File: src/rtl/bdd_mem_pkg.sv
// Shared defaults and request type for the BDD node-store memory path.
package bdd_mem_pkg;

  localparam int unsigned ADDR_WIDTH_DEF = 6;
  localparam int unsigned DATA_WIDTH_DEF = 8;
  localparam int unsigned RSP_DEPTH_DEF  = 4;
  localparam int unsigned CNT_WIDTH_DEF  = 16;

  typedef struct packed {
    logic                      write;
    logic [ADDR_WIDTH_DEF-1:0] addr;
    logic [DATA_WIDTH_DEF-1:0] data;
  } mem_req_t;

endpackage

File: src/rtl/rsp_fifo.sv
// Synchronous FIFO with arbitrary depth, occupancy count and synchronous active-high reset.
module rsp_fifo #(
  parameter int unsigned DEPTH = 4,
  parameter int unsigned WIDTH = 8
) (
  input  logic                         i_clk,
  input  logic                         i_rst,
  input  logic                         i_push,
  input  logic [WIDTH-1:0]             i_data,
  input  logic                         i_pop,
  output logic [WIDTH-1:0]             o_data,
  output logic [$clog2(DEPTH+1)-1:0]   o_count,
  output logic                         o_full,
  output logic                         o_empty
);

  localparam int unsigned CW = $clog2(DEPTH + 1);
  localparam int unsigned PW = (DEPTH > 1) ? $clog2(DEPTH) : 1;

  logic [WIDTH-1:0] r_mem [DEPTH];
  logic [PW-1:0]    r_wr_ptr;
  logic [PW-1:0]    r_rd_ptr;
  logic [CW-1:0]    r_count;
  logic             w_push;
  logic             w_pop;

  // Wrap explicitly so non-power-of-two depths work.
  function automatic logic [PW-1:0] next_ptr(input logic [PW-1:0] ptr);
    return (ptr == PW'(DEPTH - 1)) ? '0 : ptr + 1'b1;
  endfunction

  assign o_full  = (r_count == CW'(DEPTH));
  assign o_empty = (r_count == '0);
  assign w_push  = i_push & ~o_full;
  assign w_pop   = i_pop & ~o_empty;
  assign o_count = r_count;
  assign o_data  = r_mem[r_rd_ptr];

  always_ff @(posedge i_clk) begin
    if (i_rst) begin
      r_wr_ptr <= '0;
      r_rd_ptr <= '0;
      r_count  <= '0;
    end else begin
      if (w_push) r_wr_ptr <= next_ptr(r_wr_ptr);
      if (w_pop)  r_rd_ptr <= next_ptr(r_rd_ptr);
      case ({w_push, w_pop})
        2'b10:   r_count <= r_count + 1'b1;
        2'b01:   r_count <= r_count - 1'b1;
        default: r_count <= r_count;
      endcase
    end
  end

  always_ff @(posedge i_clk) begin
    if (w_push) begin
      r_mem[r_wr_ptr] <= i_data;
    end
  end

endmodule

File: src/rtl/sram_req_ctrl.sv
// Valid/ready request front-end for the node-store SRAM with credit-protected read response FIFO.
module sram_req_ctrl
  import bdd_mem_pkg::*;
#(
  parameter int unsigned ADDR_WIDTH = ADDR_WIDTH_DEF,
  parameter int unsigned DATA_WIDTH = DATA_WIDTH_DEF,
  parameter int unsigned RSP_DEPTH  = RSP_DEPTH_DEF,
  parameter int unsigned CNT_WIDTH  = CNT_WIDTH_DEF
) (
  input  logic                  i_clk,
  input  logic                  i_rst,
  input  logic                  i_req_valid,
  output logic                  o_req_ready,
  input  logic                  i_req_write,
  input  logic [ADDR_WIDTH-1:0] i_req_addr,
  input  logic [DATA_WIDTH-1:0] i_req_data,
  output logic                  o_rsp_valid,
  input  logic                  i_rsp_ready,
  output logic [DATA_WIDTH-1:0] o_rsp_data,
  output logic [ADDR_WIDTH-1:0] o_mem_addr,
  output logic                  o_mem_write,
  output logic [DATA_WIDTH-1:0] o_mem_data,
  input  logic [DATA_WIDTH-1:0] i_mem_rdata,
  output logic [CNT_WIDTH-1:0]  o_rd_count,
  output logic [CNT_WIDTH-1:0]  o_wr_count
);

  localparam int unsigned CW = $clog2(RSP_DEPTH + 1);

  logic                 r_rd_pending;
  logic [CNT_WIDTH-1:0] r_rd_count;
  logic [CNT_WIDTH-1:0] r_wr_count;
  logic [CW-1:0]        w_fifo_count;
  logic                 w_fifo_full;
  logic                 w_fifo_empty;
  logic [CW:0]          w_credit_used;
  logic                 w_accept;
  logic                 w_pop;

  // Credits cover both buffered data and the read still in the SRAM pipeline.
  assign w_credit_used = {1'b0, w_fifo_count} + (CW + 1)'(r_rd_pending);
  assign o_req_ready   = ~i_rst & ~w_fifo_full & (w_credit_used < (CW + 1)'(RSP_DEPTH));
  assign w_accept      = i_req_valid & o_req_ready;

  assign o_mem_addr  = i_req_addr;
  assign o_mem_data  = i_req_data;
  assign o_mem_write = w_accept & i_req_write;

  assign o_rsp_valid = ~i_rst & ~w_fifo_empty;
  assign w_pop       = o_rsp_valid & i_rsp_ready;
  assign o_rd_count  = r_rd_count;
  assign o_wr_count  = r_wr_count;

  rsp_fifo #(
    .DEPTH (RSP_DEPTH),
    .WIDTH (DATA_WIDTH)
  ) u_rsp_fifo (
    .i_clk   (i_clk),
    .i_rst   (i_rst),
    .i_push  (r_rd_pending),
    .i_data  (i_mem_rdata),
    .i_pop   (w_pop),
    .o_data  (o_rsp_data),
    .o_count (w_fifo_count),
    .o_full  (w_fifo_full),
    .o_empty (w_fifo_empty)
  );

  always_ff @(posedge i_clk) begin
    if (i_rst) begin
      r_rd_pending <= 1'b0;
      r_rd_count   <= '0;
      r_wr_count   <= '0;
    end else begin
      r_rd_pending <= w_accept & ~i_req_write;
      if (w_accept & ~i_req_write) r_rd_count <= r_rd_count + 1'b1;
      if (w_accept & i_req_write)  r_wr_count <= r_wr_count + 1'b1;
    end
  end

endmodule

File: config.mk
export PLATFORM = sky130hd
export DESIGN_NAME = sram_req_ctrl
export DESIGN_NICKNAME = d
export VERILOG_FILES = /design/src/rtl/bdd_mem_pkg.sv /design/src/rtl/rsp_fifo.sv /design/src/rtl/sram_req_ctrl.sv
export SDC_FILE = /design/constraint.sdc
export NUM_CORES = 1
export LEC_CHECK = 0
export BUFFER_PORTS_ARGS = -buffer_cell sky130_fd_sc_hd__buf_2
export CELL_PAD_IN_SITES_DETAIL_PLACEMENT = 1
export CELL_PAD_IN_SITES_GLOBAL_PLACEMENT = 1
export CORE_ASPECT_RATIO = 2
export CORE_MARGIN = 4
export CORE_UTILIZATION = 37
export CTS_CLUSTER_SIZE = 8
export DETAILED_ROUTE_END_ITERATION = 7
export PLACE_DENSITY = 0.73
export SYNTH_ARGS = -nofsm -noshare
export SYNTH_HDL_FRONTEND = slang
export SYNTH_SLANG_ARGS = --single-unit
File: constraint.sdc
create_clock -name i_clk -period 2.3 [get_ports i_clk]
set_input_delay 0.115 -clock i_clk [delete_from_list [all_inputs] [get_ports i_clk]]
set_output_delay 0.115 -clock i_clk [all_outputs]
set_load 0.02 [all_outputs]
==> flow_metrics.env, run 1 <==
export IMPL_crit_fanout=5
export IMPL_whs_ns=0.01354
export IMPL_ff2ff_setup_slack_ns=0.20
export IMPL_fin_nets=377
export IMPL_min_path_type="input pin to flop"
export IMPL_place_gp_congestion=0.7347
export IMPL_power_mw=2.957
export IMPL_synth_area_um2=3318
export IMPL_required_ns=2.56
export IMPL_ys_warn_count=0
export IMPL_seqCellArea_um2=1802
export IMPL_synth_edf_count=32
export IMPL_async_reset_ff_share_pct=0
export IMPL_fin_tns_setup_ns=0
export IMPL_cts_buffer_depth=2
export IMPL_clkTransAtPathRegs_ns=0.06
export IMPL_hold_depth=1
export IMPL_drc=0
export IMPL_initial_core_util_pct=38.10
export IMPL_rsz0062_at_grt="no"
export IMPL_grt_max_degree=32
export IMPL_placed_cells=428
export IMPL_layout_common_cells="buf_2 (55), dfxtp_1 (42), edfxtp_1 (32)"
export IMPL_p_leak_nw=1.528
export IMPL_syn_nets=325
export IMPL_drt_iter0_drc=93
export IMPL_num_fill_cells=946
export IMPL_hold_viol_final=0
export IMPL_multiInputGateArea_um2=1323
export IMPL_routedWlPerCell_um=16.50
export IMPL_max_cap_violations=0
export IMPL_vias=2374
export IMPL_cp_endpoint="u_rsp_fifo.o_count[2]"
export IMPL_fmax_ghz=0.4766
export IMPL_clk_latency_ns=0.33
export IMPL_htreeDepth=3
export IMPL_numPortBuffers=55
export IMPL_final_cells=446
export IMPL_num_rows=48
export IMPL_seq_area_frac_synth_pct=54.30
export IMPL_syn_inst=289
export IMPL_worstPathArrival_ns=2.36
export IMPL_fp_dieW_um=74.96
export IMPL_worst_pin_slew_ns=0.5473
export IMPL_startpoint="u_rsp_fifo.o_count[0]"
export IMPL_dp_hpwl_um=5486
export IMPL_synth_distinct_cells=37
export IMPL_cts_sinks=74
export IMPL_first_global_vias=2535
export IMPL_clock_skew_ns=0.005071
export IMPL_finalCriticalPeriod_ns=2.098
export IMPL_antenna_left=0
export IMPL_wl_um=7360
export IMPL_die_y_um=141.9
export IMPL_cts_root_buf="clkbuf_16"
export IMPL_fp_coreArea_um2=8708
export IMPL_ff2ff_path_depth=8
export IMPL_die_area_um2=10640
export IMPL_p_per_area_nw_per_um2=750.6
export IMPL_grt_ovfl_total=0
export IMPL_pin_count=84
export IMPL_crit_path_end_kind="flop"
export IMPL_post_cts_buffers=0
export IMPL_r2r_start="u_rsp_fifo.o_count[0]"
export IMPL_relSlewSlack_pct=63.46
export IMPL_antenna_found_initial=0
export IMPL_synth_top_flop_cell="dfxtp_1"
export IMPL_ir_drop_mv=0.8413
export IMPL_path_class="flop to flop"
export IMPL_grt_usage_pct=15.18
export IMPL_avgSynthCellArea_um2=11.48
export IMPL_r2r_end="u_rsp_fifo.o_count[2]"
export IMPL_status="finished clean"
export IMPL_area_delta_synth_final_pct=18.74
export IMPL_setup_viol=0
export IMPL_drive_above_1_share_pct=27.17
export IMPL_cts_tree="done"
export IMPL_dr_pass1_iters=4
export IMPL_vias_per_cell=5.323
export IMPL_final_common_cell="buf_2"
export IMPL_cts_buffers=9
export IMPL_grt_pass1_wl_um=12250
export IMPL_yosys_register_bits=74
export IMPL_cp_start_kind="flop"
export IMPL_min_period_over_period_pct=91.23
export IMPL_n_antenna_cell=0
export IMPL_slew_violations=0
==> worst max-delay path, cell delays in order, from the launching register on <==
cell,delay (ns)
dfxtp_1,0.45
nor3_1,0.12
nor3b_2,0.21
ha_1,0.21
inv_1,0.06
fa_1,0.37
xor2_1,0.15
or3_1,0.30
a21oi_1,0.15
==> Yosys cell counts (2+ instances only) <==
| cell | number | area [µm²] |
|---|---|---|
| nand4b_1 | 2 | 17.52 |
| nand3_1 | 10 | 50.05 |
| a21oi_1 | 16 | 80.08 |
| mux2_2 | 3 | 33.78 |
| inv_1 | 11 | 41.29 |
| and3_1 | 8 | 50.05 |
| buf_6 | 2 | 22.52 |
| mux4_2 | 8 | 180.2 |
| or4_1 | 5 | 37.54 |
| or3_1 | 7 | 43.79 |
| nand2_1 | 13 | 48.80 |
| o31ai_1 | 5 | 37.54 |
| xor2_1 | 13 | 113.9 |
| and2_1 | 7 | 43.79 |
| nand4_1 | 12 | 75.07 |
| nor2b_1 | 2 | 12.51 |
| buf_4 | 14 | 105.1 |
| nand2b_1 | 3 | 18.77 |
| nor3_1 | 3 | 15.01 |
| and4_1 | 5 | 43.79 |
| o21ai_0 | 10 | 50.05 |
| clkbuf_1 | 7 | 26.28 |
| edfxtp_1 | 32 | 960.9 |
| mux2i_1 | 5 | 50.05 |
| nor2_1 | 26 | 97.59 |
| ha_1 | 8 | 100.1 |
| dfxtp_1 | 42 | 840.8 |
==> where the power goes <==
part / switching [mW] / total [mW] / leakage [nW] / internal (mW)
Sequential: 0.0233 / 1.41 / 0.628 / 1.39
Clock: 0.541 / 1.38 / 0.142 / 0.837
Combinational: 0.0961 / 0.168 / 0.758 / 0.0716
==> worst min path at each step <==
stage	from	end	slack [ns]
3_3_place_gp	i_req_addr[1]	o_mem_addr[1]	0.23
2_1_floorplan	i_mem_rdata[0]	u_rsp_fifo.r_mem[0][0]	0.21
3_5_place_dp	i_req_addr[1]	o_mem_addr[1]	0.23
5_1_grt	i_mem_rdata[5]	u_rsp_fifo.r_mem[1][5]	0.004
6_report	i_mem_rdata[5]	u_rsp_fifo.r_mem[1][5]	0.01
4_1_cts	i_mem_rdata[3]	u_rsp_fifo.r_mem[1][3]	0.002
==> layer usage <==
metal | vias to the layer above | GRT usage (%) | wire length [µm]
li1 | 1150 | - | -
met1 | 1177 | 15.54 | 2593
met2 | 39 | 28.01 | 4338
met3 | 8 | 3.759 | 285
met4 | 0 | 6.191 | 142
met5 | - | 0 | 0
==> flip-flops by register name, summed over array words and instances (netlist names), named ones only <==
| name | count |
|---|---|
| r_rd_pending | 1 |
| u_rsp_fifo.o_count | 3 |
| o_rd_count | 16 |
| o_wr_count | 16 |
| u_rsp_fifo.r_mem | 32 |
| u_rsp_fifo.r_rd_ptr | 2 |
| u_rsp_fifo.r_wr_ptr | 2 |
==> kinds of logic after synthesis <==
kind of cell	count (synthesis)	synth area share, %
buffers and inverters	35	5.995
xor gates and xnor gates	14	3.695
DFF	74	54.30
adders and majority gates	9	3.620
AOI/OAI and AO/OA	34	6.298
and+or+nand+nor	107	18.14
muxes	16	7.956
==> area by class of cell <==
| cell class | instances | share of cell area, % |
|---|---|---|
| Clock buffer | 9 | 5.716 |
| Tap cell | 100 | 3.176 |
| Multi-Input combinational cell | 180 | 33.57 |
| Inverter | 11 | 1.048 |
| Timing Repair Buffer | 65 | 9.019 |
| Sequential cell | 74 | 45.73 |
| Clock inverter | 7 | 1.747 |
==> timing repair <==
item                                    CTS  global route
endpoints found under the setup margin    0             1
endpoints found under the hold margin     4             1
gates resized for setup                   0             1
hold buffers                              1             1
==> through the flow <==
| stage | cell area, µm² | utilization, % | worst slack (ns) |
|---|---|---|---|
| 2_1_floorplan | 3318 | - | 0.01682 |
| 3_3_place_gp | 3621 | 41.58 | 0.2338 |
| 3_5_place_dp | 3621 | 41.58 | 0.09610 |
| 4_1_cts | 3925 | 45.07 | 0.05370 |
| 5_1_grt | 3940 | 45.24 | 0.002098 |
| 6_report | 3940 | 45.24 | 0.2017 |
(Power assumes the default switching activity.)
==> inputs of run 2 (changes only) <==
- CORE_MARGIN: 4 -> 3
==> flow_metrics.env, run 2 (synthesis gave the netlist of run 1 again) <==
export IMPL_fmax_ghz=0.4810
export IMPL_wl_um=7378
export IMPL_place_gp_congestion=0.7263
export IMPL_cts_resized_gates=0
export IMPL_ff2ff_path_depth=8
export IMPL_cts_buffer_depth=2
export IMPL_setup_viol=0
export IMPL_area_delta_synth_final_pct=19.83
export IMPL_worst_pin_slew_ns=0.5348
export IMPL_cts_sinks=74
export IMPL_n_antenna_cell=0
export IMPL_grt_usage_pct=15.85
export IMPL_layout_common_cells="buf_2 (55), dfxtp_1 (42), edfxtp_1 (32)"
export IMPL_grt_max_degree=29
export IMPL_htreeDepth=3
export IMPL_drive_above_1_share_pct=26.53
export IMPL_hold_viol_final=0
export IMPL_critPathBufInv=1
export IMPL_post_place_ws_ns=0.1358
export IMPL_p_leak_nw=1.548
export IMPL_fp_dieW_um=72.96
export IMPL_first_global_vias=2614
export IMPL_drt_iter0_drc=184
export IMPL_placed_cells=427
export IMPL_num_fill_cells=939
export IMPL_stdcell_area_um2=3976
export IMPL_r2r_start="u_rsp_fifo.o_count[0]"
export IMPL_finalCriticalPeriod_ns=2.079
export IMPL_required_ns=2.56
export IMPL_rsz0062_at_grt="no"
export IMPL_p_per_area_nw_per_um2=815.7
export IMPL_antenna_left=0
export IMPL_min_delay_start="i_mem_rdata[5]"
export IMPL_cpMaxStageDelayCell="dfxtp_1"
export IMPL_cts_buffers=9
export IMPL_routedWlPerCell_um=16.65
export IMPL_worstPathArrival_ns=2.34
export IMPL_min_period_over_period_pct=90.38
export IMPL_vias=2383
export IMPL_setup_ws_ns=0.2212
export IMPL_die_y_um=139.9
export IMPL_r2r_end="u_rsp_fifo.o_count[2]"
export IMPL_antenna_found_initial=0
export IMPL_clock_skew_ns=0.005249
export IMPL_num_rows=48
export IMPL_drc=0
export IMPL_cts_tree="done"
export IMPL_crit_fanout=5
export IMPL_final_common_cell="buf_2"
export IMPL_final_cells=443
export IMPL_ff2ff_setup_slack_ns=0.22
export IMPL_crit_path_end_kind="flop"
export IMPL_cts_root_buf="clkbuf_16"
export IMPL_whs_endpoint="u_rsp_fifo.r_mem[0][5]"
export IMPL_post_cts_buffers=0
export IMPL_regMostFlops="u_rsp_fifo.r_mem"
export IMPL_hold_buffers=0
export IMPL_clk_latency_ns=0.33
export IMPL_fin_nets=374
export IMPL_seqCellArea_um2=1802
export IMPL_max_stage_delay_ns=0.44
export IMPL_grt_ovfl_total=0
export IMPL_status="finished clean"
export IMPL_numPortBuffers=55
export IMPL_pin_count=84
export IMPL_initial_core_util_pct=38.10
export IMPL_dr_pass1_iters=4
export IMPL_min_path_type="input pin to flop"
export IMPL_die_area_um2=10210
export IMPL_path_class="flop to flop"
export IMPL_ir_drop_mv=0.5712
export IMPL_clkTransAtPathRegs_ns=0.06
export IMPL_cp_cell_sequence="nor3_1 -> nor3b_2 -> ha_1 -> inv_1 -> fa_1 -> xor2_1 -> or3_1 -> a21oi_1"
export IMPL_largest_reg_flops=32
export IMPL_path_delay_family="simple AND/OR/NAND/NOR gates"
export IMPL_relSlewSlack_pct=64.30
export IMPL_max_cap_violations=0
export IMPL_dpl_cell_area_um2=3613
export IMPL_hold_depth=1
export IMPL_cp_start_kind="flop"
export IMPL_fp_coreArea_um2=8708
export IMPL_vias_per_cell=5.379
export IMPL_slew_violations=0
export IMPL_fin_tns_setup_ns=0
export IMPL_grt_pass1_wl_um=12660
export IMPL_dp_hpwl_um=5454
export IMPL_multiInputGateArea_um2=1323
-- run 2: cell types whose count changed in the layout (fill, tap and decap cells not counted), sizes merged --
cell,before,now
buf,63,62
bufinv,1,4
clkbuf,9,10
clkinv,3,2
clkinvlp,2,0
dlygate4sd3,2,0
inv,12,11
-- run 2: worst reg2reg max path, cell delays in order, from the launching register on --
cell     delay, ns
dfxtp_1       0.44
nor3_1        0.12
nor3b_2       0.21
ha_1          0.21
inv_1         0.06
fa_1          0.38
xor2_1        0.16
or3_1         0.31
a21oi_1       0.14
-- run 2: routing by layer --
layer / routed length (µm) / share of wire (%) / global-route usage [%]
met5: 0 / 0 / 0
met4: 136 / 1.8 / 6.907
met3: 279 / 3.8 / 3.233
met2: 4239 / 57 / 28.55
met1: 2723 / 37 / 17.29
-- run 2: worst max path at each step --
| stage | start | end | slack, ns | cells after the start |
|---|---|---|---|---|
| 2_1_floorplan | u_rsp_fifo.o_count[0] | u_rsp_fifo.o_count[2] | 0.02 | 9 |
| 3_3_place_gp | u_rsp_fifo.o_count[0] | u_rsp_fifo.o_count[2] | 0.24 | 8 |
| 3_5_place_dp | u_rsp_fifo.o_count[0] | u_rsp_fifo.o_count[2] | 0.14 | 8 |
| 4_1_cts | u_rsp_fifo.o_count[0] | u_rsp_fifo.o_count[2] | 0.11 | 8 |
| 5_1_grt | u_rsp_fifo.o_count[0] | u_rsp_fifo.o_count[2] | 0.04 | 8 |
| 6_report | u_rsp_fifo.o_count[0] | u_rsp_fifo.o_count[2] | 0.22 | 8 |
-- run 2: layout make-up --
type | count | area share [%]
Inverter | 11 | 1.038
Sequential cell | 74 | 45.31
Clock buffer | 10 | 5.758
Timing Repair Buffer | 62 | 8.244
Multi-Input combinational cell | 180 | 33.26
Clock inverter | 6 | 3.241
Tap cell | 100 | 3.147
-- run 2: through the flow --
| step | hold WS, ns | util [%] | power (mW) |
|---|---|---|---|
| 2_1_floorplan | 0.2139 | - | 1.579 |
| 3_3_place_gp | 0.2301 | 41.49 | 1.598 |
| 3_5_place_dp | 0.2301 | 41.49 | 1.608 |
| 4_1_cts | 0.006348 | 45.60 | 3.281 |
| 5_1_grt | 0.01219 | 45.66 | 3.374 |
| 6_report | 0.01342 | 45.66 | 3.244 |
-- run 2: report_power, final --
group	internal, mW	total, mW	switching [mW]	leakage, nW
logic	0.0698	0.166	0.0963	0.746
clock network	1.16	1.67	0.503	0.174
registers	1.39	1.41	0.0232	0.628
==> inputs of run 3 (changes only) <==
- CELL_PAD_IN_SITES_DETAIL_PLACEMENT: 1 -> 0
- CORE_ASPECT_RATIO: 2 -> 0.5
==> flow_metrics.env, run 3 (synthesis gave the netlist of run 1 again) <==
export IMPL_cts_buffer_depth=2
export IMPL_power_mw=3.084
export IMPL_antenna_left=0
export IMPL_relSlewSlack_pct=63.83
export IMPL_pin_count=84
export IMPL_cts_tree="done"
export IMPL_max_cap_violations=0
export IMPL_ir_drop_mv=0.4834
export IMPL_required_ns=2.57
export IMPL_fp_coreArea_um2=8346
export IMPL_final_common_cell="buf_2"
export IMPL_die_y_um=72.97
export IMPL_hold_viol_final=0
export IMPL_first_global_vias=2312
export IMPL_routedWlPerCell_um=14.62
export IMPL_num_rows=23
export IMPL_status="finished clean"
export IMPL_clock_skew_ns=0.005186
export IMPL_p_leak_nw=1.562
export IMPL_stdcell_area_um2=4028
export IMPL_dp_hpwl_um=4860
export IMPL_min_period_over_period_pct=90.27
export IMPL_dr_pass1_iters=4
export IMPL_fp_dieW_um=139.9
export IMPL_min_path_type="input pin to flop"
export IMPL_crit_fanout=5
export IMPL_grt_usage_pct=13.87
export IMPL_clkTransAtPathRegs_ns=0.06
export IMPL_startpoint="u_rsp_fifo.o_count[0]"
export IMPL_placed_cells=440
export IMPL_slew_violations=0
export IMPL_worst_pin_slew_ns=0.5418
export IMPL_worstPathArrival_ns=2.34
export IMPL_dpl_cell_area_um2=3636
export IMPL_clk_latency_ns=0.33
export IMPL_grt_ovfl_total=0
export IMPL_area_delta_synth_final_pct=21.38
export IMPL_grt_max_degree=18
export IMPL_n_antenna_cell=0
export IMPL_cp_start_kind="flop"
export IMPL_p_per_area_nw_per_um2=765.6
export IMPL_regMostFlops="u_rsp_fifo.r_mem"
export IMPL_r2r_start="u_rsp_fifo.o_count[0]"
export IMPL_fmax_ghz=0.4816
export IMPL_cts_root_buf="clkbuf_16"
export IMPL_num_fill_cells=758
export IMPL_antenna_found_initial=0
export IMPL_largest_reg_flops=32
export IMPL_rsz0062_at_grt="no"
export IMPL_vias_per_cell=5.097
export IMPL_final_cells=462
export IMPL_min_delay_start="i_mem_rdata[2]"
export IMPL_setup_viol=0
export IMPL_finalCriticalPeriod_ns=2.076
export IMPL_crit_path_end_kind="flop"
export IMPL_grt_pass1_wl_um=11230
export IMPL_wl_um=6753
export IMPL_fin_tns_setup_ns=0
export IMPL_path_class="flop to flop"
export IMPL_drt_iter0_drc=78
export IMPL_post_cts_buffers=0
export IMPL_cts_sinks=74
export IMPL_numPortBuffers=55
export IMPL_layout_common_cells="buf_2 (55), dfxtp_1 (42), edfxtp_1 (32)"
export IMPL_place_gp_congestion=0.8105
export IMPL_drc=0
export IMPL_whs_ns=0.01551
export IMPL_die_area_um2=10210
export IMPL_fin_nets=381
export IMPL_cts_buffers=9
export IMPL_initial_core_util_pct=39.76
export IMPL_vias=2355
export IMPL_drive_above_1_share_pct=26.86
export IMPL_htreeDepth=3
[run 3: layout make-up]
type                            instances  area (µm²)  area share (%)
Clock buffer                            9       225.2           5.592
Clock inverter                          7       101.3           2.516
Inverter                               11       41.29           1.025
Multi-Input combinational cell        180        1323           32.84
Sequential cell                        74        1802           44.73
Tap cell                              112       140.1           3.479
Timing Repair Buffer                   69       395.4           9.817
[run 3: power breakdown]
part           internal [mW]  leakage, nW  switching, mW  total (mW)
Sequential              1.39        0.628         0.0233        1.41
Combinational         0.0771        0.776         0.0963       0.173
Clock                  0.959        0.158          0.539        1.50
[run 3: path summary, 6_finish.rpt]
| kind | to | slack, ns | cells after the start |
|---|---|---|---|
| max | u_rsp_fifo.o_count[2] | 0.22 | 8 |
| min | u_rsp_fifo.r_mem[1][2] | 0.02 | 1 |
| max reg2reg | u_rsp_fifo.o_count[2] | 0.22 | 8 |
| min reg2reg | o_wr_count[15] | 0.48 | 1 |
[run 3: per-stage QoR]
| stage | setup slack (ns) | util, % |
|---|---|---|
| floorplan | 0.01682 | - |
| global placement | 0.2498 | 43.57 |
| detailed placement | 0.08556 | 43.57 |
| CTS | 0.08573 | 48.20 |
| global route | 0.08952 | 48.26 |
| finish | 0.2238 | 48.26 |
[run 3: routing by layer]
layer	vias up	part of all wire [%]	global-route usage (%)
met5	-	0	0
met4	0	1.3	4.726
met3	11	5.0	5.236
met2	51	47	22.88
met1	1137	47	17.05
li1	1156	-	-
[run 3: repair_timing]
action | in CTS | in global routing
setup endpoints to repair | 0 | 1
hold buffers | 6 | 0
endpoints found under the hold margin | 24 | 0
gates resized for setup | 0 | 1
[run 3: worst max-delay path: stages (launching register included)]
cell     delay, ns
dfxtp_1       0.45
nor3_1        0.12
nor3b_2       0.21
ha_1          0.22
inv_1         0.06
fa_1          0.37
xor2_1        0.16
or3_1         0.30
a21oi_1       0.13
